===== src/rtl/core_pkg.sv =====
// Shared RV32 core types: result-select and memory-size encodings, MEM/WB record.
// Latency: none (types and constants only).
// Backpressure: none.
// Fields:
//   mem_wb_t holds everything writeback needs from the memory stage.
package core_pkg;

  localparam int XLEN = 32;

  typedef enum logic [1:0] {
    RES_ALU  = 2'b00,
    RES_LOAD = 2'b01,
    RES_PC4  = 2'b10,
    RES_IMM  = 2'b11
  } result_src_t;

  typedef enum logic [2:0] {
    SZ_BYTE = 3'b000,
    SZ_HALF = 3'b001,
    SZ_WORD = 3'b010
  } mem_size_t;

  // The size is kept as raw bits so that the undefined codes survive the
  // register and fall into the word path of the extractor.
  typedef struct packed {
    logic              valid;
    logic              reg_write;
    result_src_t       result_src;
    logic [4:0]        rd;
    logic [XLEN-1:0]   alu_result;
    logic [XLEN-1:0]   read_data;
    logic [XLEN-1:0]   pc_plus4;
    logic [XLEN-1:0]   imm_ext;
    logic [2:0]        mem_size;
    logic              load_sext;
  } mem_wb_t;

endpackage


===== src/rtl/load_extend.sv =====
// Load data extractor: selects the byte/half lane from an aligned word and extends it.
// Latency: purely combinational.
// Backpressure: none.
// Ports:
//   word in (aligned memory word), offset in (address bits [1:0]),
//   size in (byte/half/word, other codes = word), sext in (1 = sign-extend), data out.
module load_extend
  import core_pkg::*;
#(
  parameter int WIDTH = 32
) (
  input  logic [WIDTH-1:0] word,
  input  logic [1:0]       offset,
  input  logic [2:0]       size,
  input  logic             sext,
  output logic [WIDTH-1:0] data
);

  logic [7:0]  byte_lane;
  logic [15:0] half_lane;

  always_comb begin
    byte_lane = word[7:0];
    case (offset)
      2'd0: byte_lane = word[7:0];
      2'd1: byte_lane = word[15:8];
      2'd2: byte_lane = word[23:16];
      2'd3: byte_lane = word[31:24];
      default: byte_lane = word[7:0];
    endcase
  end

  // offset[0] is ignored for halves: misaligned halves trap before reaching here.
  assign half_lane = offset[1] ? word[31:16] : word[15:0];

  always_comb begin
    data = word;
    case (size)
      SZ_BYTE: data = {{(WIDTH-8){sext & byte_lane[7]}}, byte_lane};
      SZ_HALF: data = {{(WIDTH-16){sext & half_lane[15]}}, half_lane};
      default: data = word;
    endcase
  end

endmodule


===== src/rtl/writeback_stage.sv =====
// Writeback stage: MEM/WB register, load extraction, result mux, x0 gating, instret counter.
// Latency: one cycle from *_M inputs to W outputs; everything after the register is combinational.
// Backpressure: en_W=0 holds the register (and its write) stable; flush_W loads a bubble and wins over the stall.
// Ports:
//   clk/rst (sync, active-high), en_W/flush_W pipeline control, *_M memory-stage fields in,
//   regWrite_W/Rd_W/result_W register-file write port out, valid_W slot status, instret retire count.
module writeback_stage
  import core_pkg::*;
#(
  parameter int WIDTH = 32,  // only 32 is supported
  parameter int CNT_W = 64
) (
  input  logic             clk,
  input  logic             rst,
  input  logic             en_W,
  input  logic             flush_W,
  input  logic             valid_M,
  input  logic             regWrite_M,
  input  logic [1:0]       resultSrc_M,
  input  logic [4:0]       Rd_M,
  input  logic [WIDTH-1:0] ALUResult_M,
  input  logic [WIDTH-1:0] ReadData_M,
  input  logic [WIDTH-1:0] PCPlus4_M,
  input  logic [WIDTH-1:0] ImmExt_M,
  input  logic [2:0]       DMem_size_M,
  input  logic             load_extend_s_M,
  output logic             regWrite_W,
  output logic [4:0]       Rd_W,
  output logic [WIDTH-1:0] result_W,
  output logic             valid_W,
  output logic [CNT_W-1:0] instret
);

  mem_wb_t          mem_wb_q;
  mem_wb_t          mem_wb_d;
  logic [CNT_W-1:0] instret_q;
  logic [WIDTH-1:0] load_data;

  always_comb begin
    mem_wb_d            = '0;
    mem_wb_d.valid      = valid_M;
    mem_wb_d.reg_write  = regWrite_M;
    mem_wb_d.result_src = result_src_t'(resultSrc_M);
    mem_wb_d.rd         = Rd_M;
    mem_wb_d.alu_result = ALUResult_M;
    mem_wb_d.read_data  = ReadData_M;
    mem_wb_d.pc_plus4   = PCPlus4_M;
    mem_wb_d.imm_ext    = ImmExt_M;
    mem_wb_d.mem_size   = DMem_size_M;
    mem_wb_d.load_sext  = load_extend_s_M;
  end

  // Counting at capture time means a stalled instruction is counted once,
  // and a flushed one never.
  always_ff @(posedge clk) begin
    if (rst) begin
      mem_wb_q  <= '0;
      instret_q <= '0;
    end else if (flush_W) begin
      mem_wb_q  <= '0;
    end else if (en_W) begin
      mem_wb_q  <= mem_wb_d;
      if (valid_M) begin
        instret_q <= instret_q + CNT_W'(1);
      end
    end
  end

  load_extend #(
    .WIDTH (WIDTH)
  ) u_load_extend (
    .word   (mem_wb_q.read_data),
    .offset (mem_wb_q.alu_result[1:0]),
    .size   (mem_wb_q.mem_size),
    .sext   (mem_wb_q.load_sext),
    .data   (load_data)
  );

  always_comb begin
    result_W = mem_wb_q.alu_result;
    case (mem_wb_q.result_src)
      RES_ALU:  result_W = mem_wb_q.alu_result;
      RES_LOAD: result_W = load_data;
      RES_PC4:  result_W = mem_wb_q.pc_plus4;
      RES_IMM:  result_W = mem_wb_q.imm_ext;
      default:  result_W = mem_wb_q.alu_result;
    endcase
  end

  // x0 is hardwired to zero, so a write to it is never presented.
  assign regWrite_W = mem_wb_q.reg_write & mem_wb_q.valid & (mem_wb_q.rd != 5'd0);
  assign Rd_W       = mem_wb_q.rd;
  assign valid_W    = mem_wb_q.valid;
  assign instret    = instret_q;

endmodule


===== config.mk =====
export PLATFORM = sky130hd
export DESIGN_NAME = writeback_stage
export DESIGN_NICKNAME = d
export VERILOG_FILES = /design/src/rtl/core_pkg.sv /design/src/rtl/load_extend.sv /design/src/rtl/writeback_stage.sv
export SDC_FILE = /design/constraint.sdc
export NUM_CORES = 1
export LEC_CHECK = 0
export BUFFER_PORTS_ARGS = -buffer_cell sky130_fd_sc_hd__buf_2
export CAP_MARGIN = 15
export CORE_MARGIN = 2
export CORE_UTILIZATION = 57
export DETAILED_ROUTE_END_ITERATION = 10
export GPL_TIMING_DRIVEN = 0
export PLACE_DENSITY_LB_ADDON = 0.12
export SYNTH_ARGS = -nofsm -noshare
export SYNTH_HDL_FRONTEND = slang
export SYNTH_SLANG_ARGS = --single-unit

===== constraint.sdc =====
create_clock -name clk -period 6.2 [get_ports clk]
set_input_delay 1.24 -clock clk [delete_from_list [all_inputs] [get_ports clk]]
set_output_delay 1.24 -clock clk [all_outputs]
set_load 0.1 [all_outputs]

==> reports/qor.yml, run 1 <==
status:
  status: "finished clean"
clocking:
  htreeDepth: 1
  cts_hold_buf: 0
  path_clk_slew_ns: 0.06
  post_cts_buffers: 0
  cts_root_buf: "clkbuf_16"
  cts_resized: 0
  cts_sinks: 205
  cts_tree: "done"
  clk_latency_ns: 0.49
  clock_path_buffers: 3
  numCtsBuffers: 23
cells_and_area:
  finalNetCount: 1452
  area_growth_pct: 23.55
  drive_gt1_frac: 0.2581
synthesis:
  synthArstFlopShare: 0
  synth_cells: 1035
  synth_ff_type: "dfxtp_1"
  synth_edf_count: 0
  syn_nets: 1181
  syn-cell-area_um2: 9445
  ys_warn_count: 0
  synth-seq-cells: 205
  yosysUniqueCellTypes: 47
  seq_area_frac_synth: 0.4345
  syn_avg_cell_area_um2: 9.126
place:
  hpwl_um: 20100
  gp_congestion: 0.9127
  port_buffers: 246
route:
  viasPerCell: 5.638
  vias: 8711
  drtPass1Iterations: 5
  drc: 0
  wirelength_um: 27150
  final_antenna_net_count: 0
  drt_iter0_drc: 615
  wl_per_cell_um: 17.57
timing:
  hold_violations: 0
  maxSlewViolCount: 0
  tightest_slew_ns: 0.9380
  rsz0062_at_grt: "false"
  period_share: 0.7794
  finalSetupViolations: 0
  slew_headroom: 0.3747
  setup_tns_ns: 0
  fmax_mhz: 207.0
  fin_crit_ns: 4.832
  fin_skew_ns: 0.005313
power_and_ir_drop:
  p_int_w: 0.002218
  pwr-share-seq: 0.459
  power.leakage_nw: 5.097
  swShare: 0.2565
  powerDensity_nw_per_um2: 255.7
  pwr-share-clk: 0.430
  switchingPower_w: 0.0007655
  ir_drop_v: 0.0002177
  p_comb_frac: 0.111
  finalPower_w: 0.002984
global_routing:
  antenna_found_initial: 4
  overflow: 0
  grt_pass1_wl_um: 42710
  grt_pass1_vias: 8204
  grt_max_degree: 13
  track_usage: 0.2998
critical_path:
  slowest_stage: "a31oi_1"
  startpoint_type: "register"
  slowest_delay_ns: 0.63
  cp_cell_sequence: "clkbuf_1 -> mux4_2 -> a31oi_1 -> nand2_1 -> nand2_1 -> clkbuf_1 -> o21ai_0 -> buf_2"
  critical_path_class: "reg2out"
  required_ns: 4.96
  worstPathArrival_ns: 3.59
  end_kind: "primary output"
  worstPathMaxFanout: 10
floorplan:
  ioPinCount: 248
  start_util: 0.5757
  die_area_um2: 17620
  core_region_area_um2: 16410
  die_y_um: 132.7
  die_w_um: 132.7
  rows: 47
job:
  drv_cap: 0
hold_path:
  hold_path_class: "reg2reg"
==> state kept, by name, indices dropped and copies added (netlist names) <==
| register | flops |
|---|---|
| valid_W | 1 |
| mem_wb_q | 135 |
| Rd_W | 5 |
| instret | 64 |
==> layer usage <==
layer	wire length, um	track usage	up-vias
li1	-	-	4240
met1	12350	0.4215	4078
met2	11820	0.4539	340
met3	2316	0.07778	53
met4	664	0.09080	0
met5	0	0	-
==> cell usage after synthesis, types with 14 or more instances <==
cell	n	area, um2
o21ai_0	43	215.2
nand3_1	26	130.1
a21oi_1	55	275.3
nor2_1	202	758.2
clkbuf_1	52	195.2
mux2i_1	143	1431
dfxtp_1	205	4104
nand4_1	23	143.9
or4_1	24	180.2
o31ai_1	22	165.2
buf_1	14	52.55
xor2_1	18	157.7
nand2_1	40	150.1
mux2_2	34	382.9
or3_1	14	87.58
==> cell families (layout without fill, tap and decap cells) <==
group           Yosys count  count (layout)  share of synthesized area
other cells               0               4                          0
fa+ha+maj                 1               1                   0.001324
xor+xnor                 27              27                    0.02504
simple gates            381             381                     0.1959
mux                     184             184                     0.2088
buf+inv                  86             372                    0.03736
flops                   205             205                     0.4345
compound gates          151             151                    0.09710
==> power by group through the flow <==
stage               sequential (W)  combinational, W  clock, W
floorplan                  0.00139          0.000226         0
global placement           0.00139          0.000324         0
detailed placement         0.00140          0.000328         0
CTS                        0.00137          0.000330   0.00130
global route               0.00137          0.000355   0.00136
finish                     0.00137          0.000332   0.00128
==> worst max-delay path: cells and delay by family, from the launching register on <==
| family | cells | cell delay, ns |
|---|---|---|
| buf+inv | 3 | 1.20 |
| simple gates | 2 | 0.33 |
| compound gates | 2 | 0.86 |
| flops | 1 | 0.31 |
| mux | 1 | 0.40 |
==> through the flow <==
step | util | cells | instance area, um2 | hold WS (ns) | setup slack [ns]
after floorplan | - | 1035 | 9445 | 0.4517 | 1.379
after global placement | 0.6675 | 1501 | 10950 | 0.4674 | 1.947
after detailed placement | 0.6675 | 1501 | 10950 | 0.4795 | 1.990
after CTS | 0.7107 | 1541 | 11660 | 0.4942 | 1.438
after global routing | 0.7113 | 1545 | 11670 | 0.5080 | 1.163
final | 0.7113 | 1545 | 11670 | 0.4887 | 1.368
==> area by class of cell <==
cell class / count / area, um2
Multi-Input combinational cell: 744 / 4989
Fill cell: 1340 / 4737
Sequential cell: 205 / 4104
Timing Repair Buffer: 246 / 1231
Clock buffer: 35 / 680.7
Buffer: 76 / 315.3
Tap cell: 220 / 275.3
Inverter: 10 / 37.54
Clock inverter: 5 / 27.53
Antenna cell: 4 / 10.01
==> final timing paths <==
path                                                  from                        end  slack (ns)  depth (start not counted)
worst max-delay path            mem_wb_q[101]$_SDFFE_PP0P_               result_W[26]        1.37                          8
worst min-delay path             mem_wb_q[22]$_SDFFE_PP0P_  mem_wb_q[22]$_SDFFE_PP0P_        0.49                          2
worst max register to register     instret[4]$_SDFFE_PP0P_   instret[61]$_SDFFE_PP0P_        3.76                          6
worst min register to register   mem_wb_q[22]$_SDFFE_PP0P_  mem_wb_q[22]$_SDFFE_PP0P_        0.49                          2
==> layout by cell type (no fill, tap or decap), types with 23 or more instances in the layout <==
cell type	instances
a21oi_1	55
or4_1	24
nand2_1	40
buf_2	249
clkbuf_1	58
nand4_1	23
nand3_1	26
mux2i_1	143
mux2_2	34
dfxtp_1	205
nor2_1	202
o21ai_0	43
clkbuf_16	23
No activity file was read; power rests on OpenSTA's default activity.
==> run 2, diff against run 1 <==
--- a/config.mk
+++ b/config.mk
@@ -5,10 +5,11 @@
 export SDC_FILE = /design/constraint.sdc
 export NUM_CORES = 1
 export LEC_CHECK = 0
+export ABC_AREA = 1
 export BUFFER_PORTS_ARGS = -buffer_cell sky130_fd_sc_hd__buf_2
 export CAP_MARGIN = 15
 export CORE_MARGIN = 2
-export CORE_UTILIZATION = 57
+export CORE_UTILIZATION = 54
 export DETAILED_ROUTE_END_ITERATION = 10
 export GPL_TIMING_DRIVEN = 0
 export PLACE_DENSITY_LB_ADDON = 0.12
==> constraint.sdc (replaced) <==
create_clock -name clk -period 4.8 [get_ports clk]
set_input_delay 0.96 -clock clk [delete_from_list [all_inputs] [get_ports clk]]
set_output_delay 0.96 -clock clk [all_outputs]
set_load 0.1 [all_outputs]
==> reports/qor.yml, run 2 <==
route:
  drtPass1Iterations: 5  # unchanged
  drt_iter0_drc: 873  # +42%
  wl_per_cell_um: 17.14  # -2.5%
  vias: 10900  # +25%
  wirelength_um: 33880  # +25%
  drc: 0  # unchanged
  final_antenna_net_count: 0  # unchanged
  viasPerCell: 5.512  # -2.2%
cells_and_area:
  drive_gt1_frac: 0.1846  # -0.07350
  layout_commonest_cell: "nand2_1"
  largest-register: "mem_wb_q"
  regArea_um2: 4104  # unchanged
  layout_common_cells: "nand2_1 (474), buf_2 (252), dfxtp_1 (205)"
  finalNetCount: 1873  # +29%
  fin_util: 0.6798  # -0.03152
  fillers: 1608  # +20%
  multi_input_area_um2: 4986  # about the same
  area_growth_pct: 24.01
  largest_reg_flops: 135  # unchanged
hold_path:
  hold_path_class: "reg2reg"
  holdPathEnd: "mem_wb_q[23]$_SDFFE_PP0P_"
  min_delay_path_depth: 2  # unchanged
  hold_start: "mem_wb_q[23]$_SDFFE_PP0P_"
clocking:
  cts_root_buf: "clkbuf_16"
  numCtsBuffers: 23  # unchanged
  cts_sinks: 205  # unchanged
  post_cts_buffers: 0  # unchanged
  cts_tree: "done"
  path_clk_slew_ns: 0.06  # about the same
  htreeDepth: 1  # unchanged
  clk_latency_ns: 0.51  # +0.02 ns
  cts_hold_buf: 0  # unchanged
  clock_path_buffers: 3  # unchanged
  cts_resized: 0  # unchanged
synthesis:
  syn_nets: 1601  # +36%
  seq_area_frac_synth: 0.4182  # -0.01629
  yosys.area.top_type: "dfxtp_1"
  yosys.area.top_type_share: 0.4182  # -0.01629
  synth_edf_count: 0  # unchanged
  synth_ff_type: "dfxtp_1"
  yosysMostFrequentCell: "nand2_1"
  ys_warn_count: 0  # unchanged
  synth_cells: 1455  # +41%
  syn-cell-area_um2: 9813  # +3.9%
  synthTopCellsByArea: "dfxtp_1 (42%), nand2_1 (18%), a21oi_1 (8.4%)"
  syn_avg_cell_area_um2: 6.744  # -26%
  yosysUniqueCellTypes: 40  # -15%
  synthArstFlopShare: 0  # unchanged
  synth-seq-cells: 205  # unchanged
  synthTopCellsByCount: "nand2_1 (474), dfxtp_1 (205), a21oi_1 (164), nor2_1 (147), inv_1 (106)"
global_routing:
  grt_pass1_vias: 10360  # +26%
  antenna_found_initial: 6  # +2
  grt_max_degree: 14  # +1
  overflow: 0  # unchanged
  grt_pass1_wl_um: 52990  # +24%
  track_usage: 0.3396  # +0.03979
floorplan:
  die_w_um: 138.8  # +4.6%
  core_region_area_um2: 17900  # +9.1%
  die_area_um2: 19270  # +9.4%
  ioPinCount: 248  # unchanged
  die_y_um: 138.8  # +4.6%
  start_util: 0.5482  # -0.02753
  rows: 49  # +4.3%
critical_path:
  end_kind: "primary output"
  slowest_stage: "clkbuf_1"
  rrSetupSlack_ns: 2.67  # -1.09 ns
  slowest_delay_ns: 0.49  # -0.14 ns
  critical_path_class: "reg2out"
  reg2reg_from: "instret[0]$_SDFFE_PP0P_"
  rr_worst_depth: 11  # +5
  cp_cell_sequence: "nand2_1 -> inv_1 -> clkbuf_1 -> clkbuf_1 -> nand2_1 -> nand4_1 -> buf_2"
  r2r-end: "instret[50]$_SDFFE_PP0P_"
  startpoint_type: "register"
  worstPathMaxFanout: 10  # unchanged
  required_ns: 3.84  # -1.12 ns
  worstPathArrival_ns: 2.92  # -0.67 ns
power_and_ir_drop:
  switchingPower_w: 0.001072  # +40%
  ir_drop_v: 0.0004055  # +86%
  finalPower_w: 0.004106  # +38%
  pwr-share-seq: 0.431  # -0.028
  powerDensity_nw_per_um2: 337.4  # +32%
  pwr-share-clk: 0.465  # +0.035
  p_int_w: 0.003034  # +37%
  p_comb_frac: 0.105  # -0.006
  swShare: 0.2610  # +0.004500
  power.leakage_nw: 5.148  # +0.99%
timing:
  worst_hold_slack_ns: 0.4639  # -0.02476 ns
  hold_violations: 0  # unchanged
  setup_tns_ns: 0  # unchanged
  fin_crit_ns: 3.882
  fin_ws_ns: 0.9181  # -0.4499 ns
  fmax_mhz: 257.6
  finalSetupViolations: 0  # unchanged
  tightest_slew_ns: 0.7088  # -0.2292 ns
  period_share: 0.8087
  maxSlewViolCount: 0  # unchanged
  fin_skew_ns: 0.007600  # +0.002286 ns
  slew_headroom: 0.5275  # +0.1528
  rsz0062_at_grt: "false"
place:
  port_buffers: 247  # +0.41%
  place_ws_ns: 1.512  # -0.4779 ns
  hpwl_um: 26010  # +29%
  gp_congestion: 1.007  # +10%
status:
  status: "finished clean"
job:
  drv_cap: 0  # unchanged
[run 2: metal layers]
| metal | vias to the layer above | part of all wire | track usage |
|---|---|---|---|
| met1 | 4930 | 0.40 | 0.4174 |
| li1 | 5327 | - | - |
| met5 | - | 0.00080 | 0 |
| met2 | 542 | 0.48 | 0.5932 |
| met4 | 4 | 0.042 | 0.1414 |
| met3 | 94 | 0.079 | 0.05421 |
[run 2: how the worst max path moves through the flow]
stage                                           from  cells after the start  slack [ns]      endpoint
after floorplan           mem_wb_q[138]$_SDFFE_PP0P_                      3        1.12   result_W[1]
final                     mem_wb_q[138]$_SDFFE_PP0P_                      7        0.92  result_W[15]
after detailed placement    mem_wb_q[3]$_SDFFE_PP0P_                      9        1.51  result_W[28]
after CTS                   mem_wb_q[3]$_SDFFE_PP0P_                      9        0.96  result_W[28]
after global placement      mem_wb_q[3]$_SDFFE_PP0P_                      9        1.51  result_W[27]
after global routing        mem_wb_q[3]$_SDFFE_PP0P_                      9        0.77  result_W[28]
[run 2: through the flow]
step / instance area, um2 / cells
6_report: 12170 / 1977
5_1_grt: 12160 / 1974
4_1_cts: 12160 / 1973
3_5_place_dp: 11340 / 1931
3_3_place_gp: 11340 / 1931
2_1_floorplan: 9813 / 1455
[run 2: cells by family after synthesis]
logic type,synth area share
flops,0.4182
fa+ha+maj,0.001275
simple gates,0.3342
compound gates,0.1628
xor+xnor,0.009818
buf+inv,0.07369
[run 2: cell type report]
type	instances	area share
Multi-Input combinational cell	1065	0.4097
Sequential cell	205	0.3372
Timing Repair Buffer	247	0.1016
Clock buffer	31	0.05388
Inverter	109	0.03362
Buffer	76	0.02581
Tap cell	229	0.02355
Clock inverter	11	0.01378
Antenna cell	4	0.0008225
[run 2: power by group through the flow]
stage	Clock, W	Sequential (W)	Combinational [W]
2_1_floorplan	0	0.00180	0.000269
3_3_place_gp	0	0.00180	0.000419
3_5_place_dp	0	0.00180	0.000422
4_1_cts	0.00191	0.00177	0.000424
5_1_grt	0.00197	0.00177	0.000461
6_report	0.00191	0.00177	0.000429
[run 2: worst max-delay path: cells and delay by family, from the launching register on]
kind | cells | cell delay, ns
flops | 1 | 0.42
simple gates | 3 | 0.39
buf+inv | 4 | 1.60
==> run 3, diff against run 2 <==
==> constraint.sdc (replaced) <==
create_clock -name clk -period 3.62 [get_ports clk]
set_input_delay 0.724 -clock clk [delete_from_list [all_inputs] [get_ports clk]]
set_output_delay 0.724 -clock clk [all_outputs]
set_load 0.1 [all_outputs]
==> reports/qor.yml, run 3 (synthesis results as in run 2) <==
cells_and_area:
  largest-register: "mem_wb_q"
  layout_common_cells: "nand2_1 (474), buf_2 (241), dfxtp_1 (205)"
  drive_gt1_frac: 0.1858  # +0.001147
  area_growth_pct: 24.49
  largest_reg_flops: 135  # unchanged
  finalNetCount: 1873  # unchanged
  layout_commonest_cell: "nand2_1"
global_routing:
  antenna_found_initial: 5  # -1
  overflow: 0  # unchanged
  track_usage: 0.3396  # unchanged
  grt_max_degree: 14  # unchanged
  grt_pass1_wl_um: 52990  # unchanged
  grt_pass1_vias: 10360  # unchanged
timing:
  tightest_slew_ns: 0.7201  # +0.01126 ns
  setup_tns_ns: 0  # unchanged
  maxSlewViolCount: 0  # unchanged
  fin_crit_ns: 3.470
  slew_headroom: 0.5200  # -0.007506
  fin_skew_ns: 0.007669  # +0.00006889 ns
  finalSetupViolations: 0  # unchanged
  period_share: 0.9585
  fmax_mhz: 288.2
  worst_hold_slack_ns: 0.4601  # -0.003833 ns
  hold_violations: 0  # unchanged
  rsz0062_at_grt: "false"
clocking:
  cts_resized: 0  # unchanged
  post_cts_buffers: 0  # unchanged
  cts_hold_buf: 0  # unchanged
  clock_path_buffers: 3  # unchanged
  clk_latency_ns: 0.51  # about the same
  htreeDepth: 1  # unchanged
  path_clk_slew_ns: 0.07  # about the same
  cts_root_buf: "clkbuf_16"
  cts_tree: "done"
  cts_sinks: 205  # unchanged
  numCtsBuffers: 23  # unchanged
critical_path:
  startpoint_type: "register"
  rr_worst_depth: 11  # unchanged
  required_ns: 2.90  # -0.94 ns
  critical_path_class: "reg2out"
  end_kind: "primary output"
  worstPathArrival_ns: 2.75  # -0.17 ns
  worstPathMaxFanout: 10  # unchanged
hold_path:
  min_delay_path_depth: 3  # +1
  hold_path_class: "in2reg"
floorplan:
  ioPinCount: 248  # unchanged
  start_util: 0.5482  # unchanged
  rows: 49  # unchanged
  core_region_area_um2: 17900  # unchanged
  die_y_um: 138.8  # unchanged
  die_area_um2: 19270  # unchanged
  die_w_um: 138.8  # unchanged
route:
  final_antenna_net_count: 0  # unchanged
  drc: 0  # unchanged
  drt_iter0_drc: 870  # -0.34%
  viasPerCell: 5.497  # -0.28%
  vias: 10870  # -0.28%
  wl_per_cell_um: 17.14  # unchanged
  wirelength_um: 33880  # unchanged
  drtPass1Iterations: 7  # +2
place:
  hpwl_um: 26010  # unchanged
  gp_congestion: 1.007  # unchanged
  port_buffers: 247  # unchanged
job:
  drv_cap: 0  # unchanged
status:
  status: "finished clean"
power_and_ir_drop:
  powerDensity_nw_per_um2: 446.1  # +32%
  pwr-share-clk: 0.464  # about the same
  swShare: 0.2611  # about the same
  p_int_w: 0.004027  # +33%
  power.leakage_nw: 5.144  # about the same
  ir_drop_v: 0.0005385  # +33%
  switchingPower_w: 0.001423  # +33%
  pwr-share-seq: 0.431  # about the same
  p_comb_frac: 0.105  # about the same
## run 3: changes by cell type in the layout (fill, tap and decap cells not counted), sizes merged
cell    delta
buf       -11
clkbuf    +11
## run 3: layout make-up
cell class / instances / area [um2]
clock buffer: 31 / 655.6
buffer: 76 / 315.3
multi-input combinational: 1065 / 5005
fill: 1598 / 5685
sequential: 205 / 4104
inverter: 109 / 409.1
tap: 229 / 286.5
timing repair buffer: 247 / 1264
antenna: 4 / 10.01
clock inverter: 11 / 167.7
## run 3: critical path, stage by stage (launching register included)
cell and delay (ns):
dfxtp_1 0.39, clkbuf_1 0.40, buf_2 0.32, nand2_1 0.07, o21ai_0 0.19, o211ai_1 0.27, nand4_1 0.16, buf_2 0.43
## run 3: final timing paths
kind | from | to | slack (ns)
setup reg to reg | instret[0]$_SDFFE_PP0P_ | instret[50]$_SDFFE_PP0P_ | 1.48
setup / recovery | mem_wb_q[101]$_SDFFE_PP0P_ | result_W[4] | 0.15
hold / removal | ImmExt_M[23] | mem_wb_q[27]$_SDFFE_PP0P_ | 0.46
hold reg to reg | mem_wb_q[14]$_SDFFE_PP0P_ | mem_wb_q[14]$_SDFFE_PP0P_ | 0.46
## run 3: power by group through the flow
stage          Clock, W  Sequential [W]  Combinational [W]
2_1_floorplan         0         0.00239           0.000357
3_3_place_gp          0         0.00239           0.000555
3_5_place_dp          0         0.00239           0.000559
4_1_cts         0.00254         0.00234           0.000562
5_1_grt         0.00262         0.00235           0.000616
6_report        0.00253         0.00235           0.000574
## run 3: stage by stage
step | std cells | setup slack (ns) | instance area (um2) | power, W | utilization
floorplan | 1455 | 0.1790 | 9813 | 0.002748 | -
global placement | 1931 | 0.5623 | 11340 | 0.002948 | 0.6332
detailed placement | 1931 | 0.5682 | 11340 | 0.002952 | 0.6332
CTS | 1973 | 0.01103 | 12160 | 0.005441 | 0.6792
global route | 1974 | 0.03604 | 12210 | 0.005582 | 0.6820
finish | 1977 | 0.1504 | 12220 | 0.005449 | 0.6824
## run 3: per-layer routing
metal / routed length, um / vias to the layer above / track usage
met5: 27 / - / 0
li1: - / 5328 / -
met2: 16220 / 499 / 0.5932
met1: 13720 / 4948 / 0.4174
met4: 1389 / 4 / 0.1414
met3: 2527 / 88 / 0.05421
